## config.mk

```make
export PLATFORM = sky130hd
export DESIGN_NAME = flit_decoder_vc_flat
export DESIGN_NICKNAME = d
export VERILOG_FILES = /design/src/rtl/flit_decoder_vc_pkg.sv /design/src/rtl/flit_decoder_vc_if.sv /design/src/rtl/flit_decoder_vc_state.sv /design/src/rtl/flit_decoder_vc.sv /design/src/flat_wrapper.sv
export SDC_FILE = /design/constraint.sdc
export NUM_CORES = 1
export LEC_CHECK = 0
export CAP_MARGIN = 20
export CORE_ASPECT_RATIO = 1.25
export CORE_UTILIZATION = 40
export DETAILED_ROUTE_END_ITERATION = 8
export GPL_ROUTABILITY_DRIVEN = 0
export GPL_TIMING_DRIVEN = 1
export PLACE_DENSITY = 0.66
export RECOVER_POWER = 100
export SLEW_MARGIN = 40
export SYNTH_ARGS = -nofsm -noshare
export SYNTH_HDL_FRONTEND = slang
export SYNTH_SLANG_ARGS = --single-unit
```

## constraint.sdc

```tcl
create_clock -name clk -period 6.2 [get_ports clk]
set_input_delay 0.62 -clock clk [delete_from_list [all_inputs] [get_ports clk]]
set_output_delay 0.62 -clock clk [all_outputs]
set_load 0.05 [all_outputs]
```

## src/rtl/flit_decoder_vc_pkg.sv

```systemverilog
// flit_decoder_vc_pkg: flit/VC/error types and head field offsets.
// FLIT_DECODER_CHECKSUM_EN remaps the error codes to make room for ERR_CHECKSUM.
package flit_decoder_vc_pkg;
   typedef enum logic [1:0] {FLIT_HEAD = 2'd0, FLIT_BODY = 2'd1, FLIT_TAIL = 2'd2, FLIT_NOPE = 2'd3} flit_type_t;
   typedef enum logic {VC_IDLE, VC_BODY} vc_state_t;
`ifdef FLIT_DECODER_CHECKSUM_EN
   typedef enum logic [1:0] {ERR_ORPHAN = 2'd0, ERR_TRUNC = 2'd1, ERR_EARLY_TAIL = 2'd2, ERR_CHECKSUM = 2'd3} err_code_t;
   localparam err_code_t ERR_LONG = ERR_ORPHAN;
`else
   typedef enum logic [1:0] {ERR_LONG = 2'd0, ERR_TRUNC = 2'd1, ERR_EARLY_TAIL = 2'd2, ERR_ORPHAN = 2'd3} err_code_t;
   localparam err_code_t ERR_CHECKSUM = ERR_ORPHAN;
`endif
   localparam int TYPE_W = 2;
   localparam int SRC_LSB = TYPE_W;
   function automatic int dst_lsb(input int node_w);
      return SRC_LSB + node_w;
   endfunction
   function automatic int cnt_lsb(input int node_w);
      return SRC_LSB + 2 * node_w;
   endfunction
endpackage

```

## src/rtl/flit_decoder_vc_if.sv

```systemverilog
// flit_decoder_vc_if: input and output flit streams of the decoder.
interface flit_decoder_vc_if #(
   parameter int FLIT_WIDTH    = 64,
   parameter int NODE_ID_WIDTH = 8,
   parameter int NUM_VC        = 4
);
   import flit_decoder_vc_pkg::*;
   localparam int VC_W = NUM_VC > 1 ? $clog2(NUM_VC) : 1;
   logic                     in_valid;
   logic                     in_ready;
   logic [FLIT_WIDTH-1:0]    in_flit;
   logic [VC_W-1:0]          in_vc;
   logic                     out_valid;
   logic                     out_ready;
   logic [FLIT_WIDTH-1:0]    out_flit;
   logic [VC_W-1:0]          out_vc;
   logic                     out_is_head;
   logic                     out_is_tail;
   logic [NODE_ID_WIDTH-1:0] out_src;
   logic [NODE_ID_WIDTH-1:0] out_dst;
   logic                     out_local;
   logic                     out_err;
   err_code_t                out_err_code;
   modport slave (
      input  in_valid, in_flit, in_vc, out_ready,
      output in_ready, out_valid, out_flit, out_vc, out_is_head, out_is_tail,
             out_src, out_dst, out_local, out_err, out_err_code
   );
   modport master (
      output in_valid, in_flit, in_vc, out_ready,
      input  in_ready, out_valid, out_flit, out_vc, out_is_head, out_is_tail,
             out_src, out_dst, out_local, out_err, out_err_code
   );
endinterface

```

## src/rtl/flit_decoder_vc_state.sv

```systemverilog
// flit_decoder_vc_state: framing state of one VC; decodes the flit routed to it
// and advances only when hit_i marks that flit as consumed.
module flit_decoder_vc_state import flit_decoder_vc_pkg::*; #(
   parameter int NODE_ID_WIDTH = 8,
   parameter int COUNT_WIDTH   = 8,
   parameter int THIS_NODE_ID  = 0
) (
   input  logic                     clk,
   input  logic                     rst,
   input  logic                     hit_i,
   input  logic                     ck_ok_i,
   input  flit_type_t               type_i,
   input  logic [NODE_ID_WIDTH-1:0] src_i,
   input  logic [NODE_ID_WIDTH-1:0] dst_i,
   input  logic [COUNT_WIDTH-1:0]   cnt_i,
   output logic                     busy_o,
   output logic                     is_head_o,
   output logic                     is_tail_o,
   output logic                     local_o,
   output logic                     err_o,
   output err_code_t                err_code_o,
   output logic [NODE_ID_WIDTH-1:0] src_o,
   output logic [NODE_ID_WIDTH-1:0] dst_o
);
   vc_state_t                state_q, state_d;
   logic [COUNT_WIDTH-1:0]   rem_q, rem_d;
   logic [NODE_ID_WIDTH-1:0] src_q, src_d, dst_q, dst_d;
   logic                     routed;

   always_ff @(posedge clk or posedge rst)
      if (rst) begin
         state_q <= VC_IDLE;
         rem_q   <= '0;
         src_q   <= '0;
         dst_q   <= '0;
      end else if (hit_i) begin
         state_q <= state_d;
         rem_q   <= rem_d;
         src_q   <= src_d;
         dst_q   <= dst_d;
      end

   always_comb begin
      state_d    = state_q;
      rem_d      = rem_q;
      src_d      = src_q;
      dst_d      = dst_q;
      err_o      = 1'b0;
      err_code_o = err_code_t'(2'd0);
      is_head_o  = type_i == FLIT_HEAD;
      is_tail_o  = type_i == FLIT_TAIL || (is_head_o && cnt_i == '0);
      routed     = is_head_o || state_q == VC_BODY;
      src_o      = is_head_o ? src_i : routed ? src_q : '0;
      dst_o      = is_head_o ? dst_i : routed ? dst_q : '0;
      local_o    = routed && dst_o == NODE_ID_WIDTH'(THIS_NODE_ID);
      if (is_head_o && !ck_ok_i) begin
         err_o      = 1'b1;
         err_code_o = ERR_CHECKSUM;
      end else if (is_head_o) begin
         if (state_q == VC_BODY) begin
            err_o      = 1'b1;
            err_code_o = ERR_TRUNC;
         end
         state_d = cnt_i == '0 ? VC_IDLE : VC_BODY;
         rem_d   = cnt_i;
         if (cnt_i != '0) begin
            src_d = src_i;
            dst_d = dst_i;
         end
      end else if (state_q == VC_IDLE) begin
         err_o      = 1'b1;
         err_code_o = ERR_ORPHAN;
      end else if (is_tail_o) begin
         state_d = VC_IDLE;
         rem_d   = '0;
         if (rem_q > COUNT_WIDTH'(1)) begin
            err_o      = 1'b1;
            err_code_o = ERR_EARLY_TAIL;
         end
      end else if (rem_q > COUNT_WIDTH'(1)) begin
         rem_d = rem_q - 1'b1;
      end else begin
         // Extra body flit: remaining is held at 1 so every further body also flags
         err_o      = 1'b1;
         err_code_o = ERR_LONG;
      end
   end

   assign busy_o = state_q == VC_BODY;
endmodule

```

## src/rtl/flit_decoder_vc.sv

```systemverilog
// flit_decoder_vc: registered per-VC flit framing decoder with valid/ready on both sides.
// Optional head checksum check enabled by defining FLIT_DECODER_CHECKSUM_EN.
module flit_decoder_vc import flit_decoder_vc_pkg::*; #(
   parameter int FLIT_WIDTH    = 64,
   parameter int NODE_ID_WIDTH = 8,
   parameter int COUNT_WIDTH   = 8,
   parameter int NUM_VC        = 4,
   parameter int THIS_NODE_ID  = 0
) (
   input  logic              clk,
   input  logic              rst,
   flit_decoder_vc_if.slave  bus,
   output logic [NUM_VC-1:0] vc_busy
);
   localparam int VC_W    = NUM_VC > 1 ? $clog2(NUM_VC) : 1;
   localparam int DST_LSB = dst_lsb(NODE_ID_WIDTH);
   localparam int CNT_LSB = cnt_lsb(NODE_ID_WIDTH);

   flit_type_t               ftype;
   logic                     accept, emit, ck_ok;
   logic [NUM_VC-1:0]        hit, head_v, tail_v, local_v, err_v;
   err_code_t                code_v [NUM_VC];
   logic [NODE_ID_WIDTH-1:0] src_v [NUM_VC];
   logic [NODE_ID_WIDTH-1:0] dst_v [NUM_VC];

   logic                     out_valid_q, head_q, tail_q, local_q, err_q;
   logic [FLIT_WIDTH-1:0]    flit_q;
   logic [VC_W-1:0]          vc_q;
   logic [NODE_ID_WIDTH-1:0] src_q, dst_q;
   err_code_t                code_q;

   assign ftype        = flit_type_t'(bus.in_flit[TYPE_W-1:0]);
   assign bus.in_ready = ~out_valid_q | bus.out_ready;
   assign accept       = bus.in_valid & bus.in_ready;
   assign emit         = accept & (ftype != FLIT_NOPE);

`ifdef FLIT_DECODER_CHECKSUM_EN
   logic [7:0] ck_x;
   always_comb begin
      ck_x = '0;
      for (int i = 0; i < FLIT_WIDTH / 8 - 1; i++) ck_x ^= bus.in_flit[8*i +: 8];
      ck_ok = ck_x == bus.in_flit[FLIT_WIDTH-1 -: 8];
   end
`else
   assign ck_ok = 1'b1;
`endif

   for (genvar v = 0; v < NUM_VC; v++) begin : g_vc
      assign hit[v] = emit && bus.in_vc == VC_W'(v);
      flit_decoder_vc_state #(
         .NODE_ID_WIDTH (NODE_ID_WIDTH),
         .COUNT_WIDTH   (COUNT_WIDTH),
         .THIS_NODE_ID  (THIS_NODE_ID)
      ) u_state (
         .clk        (clk),
         .rst        (rst),
         .hit_i      (hit[v]),
         .ck_ok_i    (ck_ok),
         .type_i     (ftype),
         .src_i      (bus.in_flit[SRC_LSB +: NODE_ID_WIDTH]),
         .dst_i      (bus.in_flit[DST_LSB +: NODE_ID_WIDTH]),
         .cnt_i      (bus.in_flit[CNT_LSB +: COUNT_WIDTH]),
         .busy_o     (vc_busy[v]),
         .is_head_o  (head_v[v]),
         .is_tail_o  (tail_v[v]),
         .local_o    (local_v[v]),
         .err_o      (err_v[v]),
         .err_code_o (code_v[v]),
         .src_o      (src_v[v]),
         .dst_o      (dst_v[v])
      );
   end

   // Output stage reloads whenever it is empty or being drained; NOPE leaves it empty
   always_ff @(posedge clk or posedge rst)
      if (rst) begin
         out_valid_q <= 1'b0;
         flit_q      <= '0;
         vc_q        <= '0;
         head_q      <= 1'b0;
         tail_q      <= 1'b0;
         src_q       <= '0;
         dst_q       <= '0;
         local_q     <= 1'b0;
         err_q       <= 1'b0;
         code_q      <= err_code_t'(2'd0);
      end else if (bus.in_ready) begin
         out_valid_q <= emit;
         if (emit) begin
            flit_q  <= bus.in_flit;
            vc_q    <= bus.in_vc;
            head_q  <= head_v[bus.in_vc];
            tail_q  <= tail_v[bus.in_vc];
            src_q   <= src_v[bus.in_vc];
            dst_q   <= dst_v[bus.in_vc];
            local_q <= local_v[bus.in_vc];
            err_q   <= err_v[bus.in_vc];
            code_q  <= code_v[bus.in_vc];
         end
      end

   assign bus.out_valid    = out_valid_q;
   assign bus.out_flit     = flit_q;
   assign bus.out_vc       = vc_q;
   assign bus.out_is_head  = head_q;
   assign bus.out_is_tail  = tail_q;
   assign bus.out_src      = src_q;
   assign bus.out_dst      = dst_q;
   assign bus.out_local    = local_q;
   assign bus.out_err      = err_q;
   assign bus.out_err_code = code_q;
endmodule

```

## src/flat_wrapper.sv

```systemverilog
// flat-port wrapper written by rule: the top's interface ports become plain ports
module flit_decoder_vc_flat import flit_decoder_vc_pkg::*;
#(
   parameter int FLIT_WIDTH    = 64,
   parameter int NODE_ID_WIDTH = 8,
   parameter int COUNT_WIDTH   = 8,
   parameter int NUM_VC        = 4,
   parameter int THIS_NODE_ID  = 0
)
  (clk, rst, vc_busy, bus_in_valid, bus_in_flit, bus_in_vc, bus_out_ready, bus_in_ready, bus_out_valid, bus_out_flit, bus_out_vc, bus_out_is_head, bus_out_is_tail, bus_out_src, bus_out_dst, bus_out_local, bus_out_err, bus_out_err_code);
  flit_decoder_vc_if #(.FLIT_WIDTH(FLIT_WIDTH), .NODE_ID_WIDTH(NODE_ID_WIDTH), .NUM_VC(NUM_VC)) bus_i ();
  input  logic clk;
  input  logic rst;
  output logic [NUM_VC-1:0] vc_busy;
  input wire logic [$bits(bus_i.in_valid)-1:0] bus_in_valid;
  input wire logic [$bits(bus_i.in_flit)-1:0] bus_in_flit;
  input wire logic [$bits(bus_i.in_vc)-1:0] bus_in_vc;
  input wire logic [$bits(bus_i.out_ready)-1:0] bus_out_ready;
  output wire logic [$bits(bus_i.in_ready)-1:0] bus_in_ready;
  output wire logic [$bits(bus_i.out_valid)-1:0] bus_out_valid;
  output wire logic [$bits(bus_i.out_flit)-1:0] bus_out_flit;
  output wire logic [$bits(bus_i.out_vc)-1:0] bus_out_vc;
  output wire logic [$bits(bus_i.out_is_head)-1:0] bus_out_is_head;
  output wire logic [$bits(bus_i.out_is_tail)-1:0] bus_out_is_tail;
  output wire logic [$bits(bus_i.out_src)-1:0] bus_out_src;
  output wire logic [$bits(bus_i.out_dst)-1:0] bus_out_dst;
  output wire logic [$bits(bus_i.out_local)-1:0] bus_out_local;
  output wire logic [$bits(bus_i.out_err)-1:0] bus_out_err;
  output wire logic [$bits(bus_i.out_err_code)-1:0] bus_out_err_code;
  assign bus_i.in_valid = bus_in_valid;
  assign bus_i.in_flit = bus_in_flit;
  assign bus_i.in_vc = bus_in_vc;
  assign bus_i.out_ready = bus_out_ready;
  assign bus_in_ready = bus_i.in_ready;
  assign bus_out_valid = bus_i.out_valid;
  assign bus_out_flit = bus_i.out_flit;
  assign bus_out_vc = bus_i.out_vc;
  assign bus_out_is_head = bus_i.out_is_head;
  assign bus_out_is_tail = bus_i.out_is_tail;
  assign bus_out_src = bus_i.out_src;
  assign bus_out_dst = bus_i.out_dst;
  assign bus_out_local = bus_i.out_local;
  assign bus_out_err = bus_i.out_err;
  assign bus_out_err_code = bus_i.out_err_code;
  flit_decoder_vc #(.FLIT_WIDTH(FLIT_WIDTH), .NODE_ID_WIDTH(NODE_ID_WIDTH), .COUNT_WIDTH(COUNT_WIDTH), .NUM_VC(NUM_VC), .THIS_NODE_ID(THIS_NODE_ID)) u_core (.clk(clk), .rst(rst), .bus(bus_i), .vc_busy(vc_busy));
endmodule
```

-- Yosys cells after proc, flatten, opt, wreduce, memory -nomap -nowiden
Index checks and enable logic that the tools add are counted.
- register bits: 189
- latch bits: 0
- bits in writable memories: 0
- memory bits (read-only): 0
- input port bits: 70
- output and inout port bits: 94
- word-level logic and storage cells: 188
- memories kept: 0
- $add $sub $neg: 4
- $mul: 0
- div/mod/pow operators: 0
- $lt $le $gt $ge: 6
- eq/ne operators: 5
- shift operators: 0
- muxes and demuxes: 103
- bitwise operators: 5
- reductions and logical operators: 39
- operators with widths (operator ; count):
    two-way mux 8 bit ; 36
    two-way mux 1 bit ; 42
    zero test 8 bit ; 5
    two-way mux 2 bit ; 18
    binary-select mux 8 bit (select 2 bit) ; 2
    > comparator 8 x 1 -> 1 bit (second input constant) ; 4
    subtractor 8 x 1 -> 8 bit (second input constant) ; 4
    AND reduction 3 bit ; 8
    nonzero test 3 bit ; 4
    logical AND 1 bit ; 9
    binary-select mux 1 bit (select 2 bit) ; 4
    nonzero test 2 bit ; 4
    nonzero test 8 bit ; 1
    equality test 2 bit (second input constant) ; 3
    logical OR 1 bit ; 5
    binary-select mux 2 bit (select 2 bit) ; 1
    zero test 2 bit ; 2
    greater-or-equal comparator 3 bit (second input constant) ; 1
    less-than comparator 2 x 3 -> 1 bit (second input constant) ; 1
    inverter 2 -> 3 bit ; 1
    AND 1 bit ; 2
    equality test 2 x 1 -> 1 bit (second input constant) ; 1
    inequality test 2 bit (second input constant) ; 1
    AND reduction 2 bit ; 1
    2 further kinds ; 2

-- Logic depth before layout (Yosys ltp)
- depth in word-level cells: 9
- depth in mapped cells: 11
- depth with buffers taken out: 10

-- Modules after synthesis
Synthesis repeated with hierarchy kept, for this count alone.
- cells, all modules: 943
- area, all modules: 10505.1 um2
- modules (own cells, without submodules) (module ; instances ; cells an instance ; area an instance (um2) ; seq. area each (um2)):
    flit_decoder_vc_state ; 4 ; 179 ; 1615.3 ; 625.6
    flit_decoder_vc ; 1 ; 227 ; 4043.9 ; 2227.1

-- Worst setup path after synthesis
OpenSTA, ideal clock, no wires.
- path type: input to register
- start: input port bus_in_flit[1]
- end: register u_core.src_q[1], in the netlist u_core.bus.out_src[1]
- library setup time: 0.083 ns
- arrival: 2.677 ns
- slack: 3.440 ns
- stages: 11
- cells stage by stage: nor2_1 -> inv_1 -> clkbuf_1 -> ha_1 -> nor2b_1 -> clkbuf_1 -> clkbuf_1 -> a22oi_1 -> a211oi_1 -> a21oi_1 -> o21ai_0
- word-level cells in the longest chain between the ends: 7
- elaborated cells on any way between the ends: 19
- ends and longest elaborated chain (item ; RTL line ; source):
    start: declaration ; flat_wrapper.sv:16 ; input wire logic [$bits(bus_i.in_flit)-1:0] bus_in_flit;
    zero test 2 bit ; flit_decoder_vc_state.sv:50 ; is_head_o = type_i == FLIT_HEAD;
    logical OR 1 bit ; flit_decoder_vc_state.sv:52 ; routed = is_head_o || state_q == VC_BODY;
    two-way mux 8 bit (2 in series) ; flit_decoder_vc_state.sv:53 ; src_o = is_head_o ? src_i : routed ? src_q : '0;
    binary-select mux 8 bit (select 2 bit) ; flit_decoder_vc.sv:94 ; src_q <= src_v[bus.in_vc];
    two-way mux 8 bit (not written as such) (2 in series) ; flit_decoder_vc.sv:94 ;
    end signal: assignment ; flit_decoder_vc.sv:94 ;
    end: declaration ; flit_decoder_vc.sv:29 ; logic [NODE_ID_WIDTH-1:0] src_q, dst_q;
Several ways; a longest one is shown, not always the timed one. The select of a mux whose other input is x is not followed.
A chain may end at the register's enable or synchronous reset.

-- Worst setup path in the final report
- start: input port bus_in_flit[0]
- end: register u_core.g_vc[2].u_state.rem_q[3]
- word-level cells in the longest chain between the ends: 6
- elaborated cells on any way between the ends: 13
- ends and longest elaborated chain (item ; RTL line ; source):
    zero test 2 bit ; flit_decoder_vc_state.sv:50 ;
    logical AND 1 bit ; flit_decoder_vc_state.sv:51 ; is_tail_o = type_i == FLIT_TAIL || (is_head_o && cnt_i == '0);
    logical OR 1 bit ; flit_decoder_vc_state.sv:51 ;
    two-way mux 8 bit ; flit_decoder_vc_state.sv:73 ; end else if (is_tail_o) begin
    two-way mux 8 bit ; flit_decoder_vc_state.sv:70 ; end else if (state_q == VC_IDLE) begin
    two-way mux 8 bit ; flit_decoder_vc_state.sv:59 ; end else if (is_head_o) begin
    end signal: assignment ; flit_decoder_vc_state.sv:38 ; rem_q <= rem_d;
    end: declaration ; flit_decoder_vc_state.sv:26 ; logic [COUNT_WIDTH-1:0] rem_q, rem_d;
Several ways; a longest one is shown, not always the timed one. The select of a mux whose other input is x is not followed.

==> impl.org <==
** Synthesis
- Share of synthesized area occupied by flip-flops and latches :: 53.2%
- Yosys warning total :: 0
- Post-synthesis cell type count :: 55
- Summing every instance area after synthesis gives 8880 um2.
- Post-Syn Instances :: 900
- Synth Net Count :: 986
- Mean cell area of the mapped netlist :: 9.87 um2
- Flop and latch count out of synthesis :: 189
- The synthesized design contains 0 enable-type register cells.
- Of all flip-flops after synthesis, the portion carrying an async set or reset was 100%.
- Most frequently used flop master after synthesis :: sky130_fd_sc_hd__dfrtp_1

** Setup path
- STA puts the critical path data required time at 6540 ps.
- For this run, the slowest stage of the critical path takes 660 ps.
- Cell family with most CP delay :: buffers and inverters
- At the worst endpoint, the arrival time is 5060 ps.
- The most numerous cell type found on the critical path is sky130_fd_sc_hd__buf_4.
- The worst setup path is launched from a primary input.
- Buffers plus inverters on the worst setup path :: 5
- The critical path goes through dlygate4sd3_1, clkbuf_1, nor2_4, buf_4, inv_1, ha_1, nor2_1, buf_4, o2111ai_1, o31a_1, o21ai_0.
- Critical path class :: in2reg
- Along the worst path, the maximum fanout reaches 51.
- Critical Path End Type :: flop
- Slowest library cell on the worst path :: sky130_fd_sc_hd__clkbuf_1

** Detailed routing
- Before antenna repair, the detailed router went through 5 iterations.
- Average routed wire per standard cell :: 18.0 um
- Vias per Instance :: 5.51
- Routed vias :: 7322
- Number of design-rule violations left by the first detailed-router iteration :: 501
- After detailed routing, the total wire length is 24.0 mm.
- The count of nets left with antenna violations once routing finished came out at 0.
- DRC violations left :: 0

** STA
- Final hold vios :: 0
- Setup Viol. Count Final :: 0
- Setup repair after global routing left no endpoint under its margin.
- Of the available clock period, the critical path in the final layout requires 76.0%.
- Transition time of the tightest slew-check pin :: 3070 ps
- Final hold analysis gives a worst-case slack of 469 ps.
- In this run the tightest slew margin relative to its limit is -105%.
- For this run, the top clock speed supported by timing is 0.212 GHz.
- Min cycle time layout :: 4710 ps
- Max-slew violation count :: 179
- Adding up every negative setup slack in the final design gives 0 ps.
- The clock arrives with 11.4 ps of skew.

** Layout
- Leaving out fill and tap cells, the most frequent cell in the layout is sky130_fd_sc_hd__nand2_1.
- 0 antenna diodes ended up in the layout.
- Relative to the synthesized area, the layout overhead comes to 27.2%.
- Fraction of layout instances using a drive strength above 1 :: 11.1%
- Net total in the final layout :: 1124
- Summed area of non-filler cells in the final layout :: 11300 um2
- After the flow finishes, the layout carries non-filler instances totaling 1329.
- In the layout the commonest cells are sky130_fd_sc_hd__nand2_1, sky130_fd_sc_hd__dfrtp_1, sky130_fd_sc_hd__dlygate4sd3_1, sky130_fd_sc_hd__o21ai_0, sky130_fd_sc_hd__mux2_2.

** Clock tree
- In this run the deepest clock path goes through 2 buffers.
- Counting the buffers created by CTS gives 17.
- Clk_lat worst skew :: 440 ps
- Counting every sink on the clock net gives 189.
- The number of setup buffers added after CTS is 0.
- CTS hold repair buffers :: 0
- The H-tree was split into 4 levels.
- Clock-pin slew on the worst setup and hold paths :: 70 ps
- The tree is rooted in a sky130_fd_sc_hd__clkbuf_16.
- The number of gates resized after CTS was 0.
- TritonCTS built the clock tree.

** Global route
- Global routing used 21.6% of the available tracks across all layers.
- Entering global routing, the biggest net connects 144 pins.
- GR Overflow Total :: 0
- Antenna violations before repair :: 0
- The first global-routing pass estimated 38.2 mm of wire.
- The number of global-route vias before repair was 7179.

** Pwr
- Leakage power :: 0.00506 uW
- Final total power :: 4030 uW
- Power density of the placed cells :: 357 nW/um2
- Worst VDD drop :: 0.217 mV

** Worst hold path
- The path class of the tightest hold or removal check is reg2reg.

** Floorplanning
- Die area :: 22800 um2
- The initialized floorplan defines 60 standard-cell rows.
- Initial Utilization :: 41.1%
- In this run the count of I/O pins placed on the die edge is 164.
- The die is 135 um wide.
- In this run the standard cell core region covers 21600 um2.
- Chip height :: 169 um

** Flow run
- The tool flagged a number of max-cap violations equal to 2.

** Placed design
- Number of buffers inserted by port buffering :: 163
- Placed inst area :: 10800 um2
- After legalization and detailed placement, the total HPWL measured 15.7 mm.
- Including well taps, the total number of placed cells is 1298.

** Run status
- Violations in the final reports :: max-capacitance violations, max-slew violations
- Result of the run :: finished with violations
[power by group]
part	leakage, uW	switching (uW)	internal, uW
clock	0.000289	492	646
sequential	0.00233	192	1490
combinational	0.00243	777	437
total	0.00506	1460	2570
[worst paths after layout]
path,depth (start not counted),to,slack [ps],from
setup / recovery,11,u_core.g_vc[2].u_state.rem_q[3],1490,bus_in_flit[0]
hold / removal,2,u_core.bus.out_flit[32],470,u_core.bus.out_flit[32]
setup reg to reg,4,u_core.g_vc[3].u_state.rem_q[1],3210,u_core.g_vc[3].u_state.rem_q[2]
hold reg to reg,2,u_core.bus.out_flit[32],470,u_core.bus.out_flit[32]
max in group asynchronous,3,u_core.bus.out_flit[20],2230,rst
min in group asynchronous,2,u_core.bus.out_flit[41],1660,rst
[sequential cells by signal, indices dropped and copies added, names as in the netlist]
signal / cells
u_core.bus.out_vc: 2
u_core.bus.out_err: 1
u_core.bus.out_flit: 64
u_core.bus.out_valid: 1
u_core.bus.out_is_head: 1
u_core.bus.out_src: 8
u_core.g_vc.u_state.dst_q: 32
u_core.g_vc.u_state.rem_q: 32
u_core.bus.out_dst: 8
u_core.bus.out_is_tail: 1
u_core.bus.out_local: 1
u_core.bus.out_err_code: 2
u_core.g_vc.u_state.busy_o: 4
u_core.g_vc.u_state.src_q: 32
[synth_stat cells (13+ instances only)]
library cell | number | area share, %
sky130_fd_sc_hd__a211oi_1 | 15 | 1.3
sky130_fd_sc_hd__clkbuf_1 | 40 | 1.7
sky130_fd_sc_hd__nor3_1 | 13 | 0.73
sky130_fd_sc_hd__dfrtp_1 | 189 | 53
sky130_fd_sc_hd__mux2_2 | 69 | 8.7
sky130_fd_sc_hd__a22oi_1 | 15 | 1.3
sky130_fd_sc_hd__a221oi_1 | 16 | 1.6
sky130_fd_sc_hd__a21oi_1 | 28 | 1.6
sky130_fd_sc_hd__ha_1 | 16 | 2.3
sky130_fd_sc_hd__nand3_1 | 13 | 0.73
sky130_fd_sc_hd__o21ai_0 | 69 | 3.9
sky130_fd_sc_hd__inv_1 | 20 | 0.85
sky130_fd_sc_hd__nand2_1 | 247 | 10
sky130_fd_sc_hd__nor2_1 | 29 | 1.2
sky130_fd_sc_hd__nor4_1 | 18 | 1.3
[through the flow]
stage / util (%) / setup slack [ps]
finish: 52.3 / 1490
global route: 52.3 / 1140
CTS: 52.5 / 2530
detailed placement: 49.7 / 2080
global placement: 49.7 / 2160
floorplan: - / 438
[area by class of cell]
class,count,area (um2)
fill,1981,10300
sequential,189,4730
multi-input combinational,637,3840
timing repair buffer,173,1700
clock buffer,18,439
tap,279,349
clock inverter,13,163
inverter,20,78.8
[worst register-to-register path, delay by kind of cell, from the launching register on]
kind,cells,cell delay [ps]
AOI/OAI and AO/OA,1,890
DFF,1,450
muxes,1,420
and+or+nand+nor,2,1110
[cells by family (layout without fill, tap and decap cells)]
family	after synthesis	after routing	synth area share, %
AOI/OAI and AO/OA	189	189	14.0
adders and majority gates	16	16	2.25
buffers and inverters	74	224	3.46
DFF	189	189	53.2
muxes	73	73	9.48
and+or+nand+nor	359	359	17.5
[layer usage]
metal  GRT usage, %  routed length (um)  up-vias
met3           3.47                1010       43
met5              0                   0        -
li1               -                   -     3455
met1           27.1               10100     3623
met2           37.0               12300      201
met4           8.60                 602        0
Power figures use the tool's default switching activity.
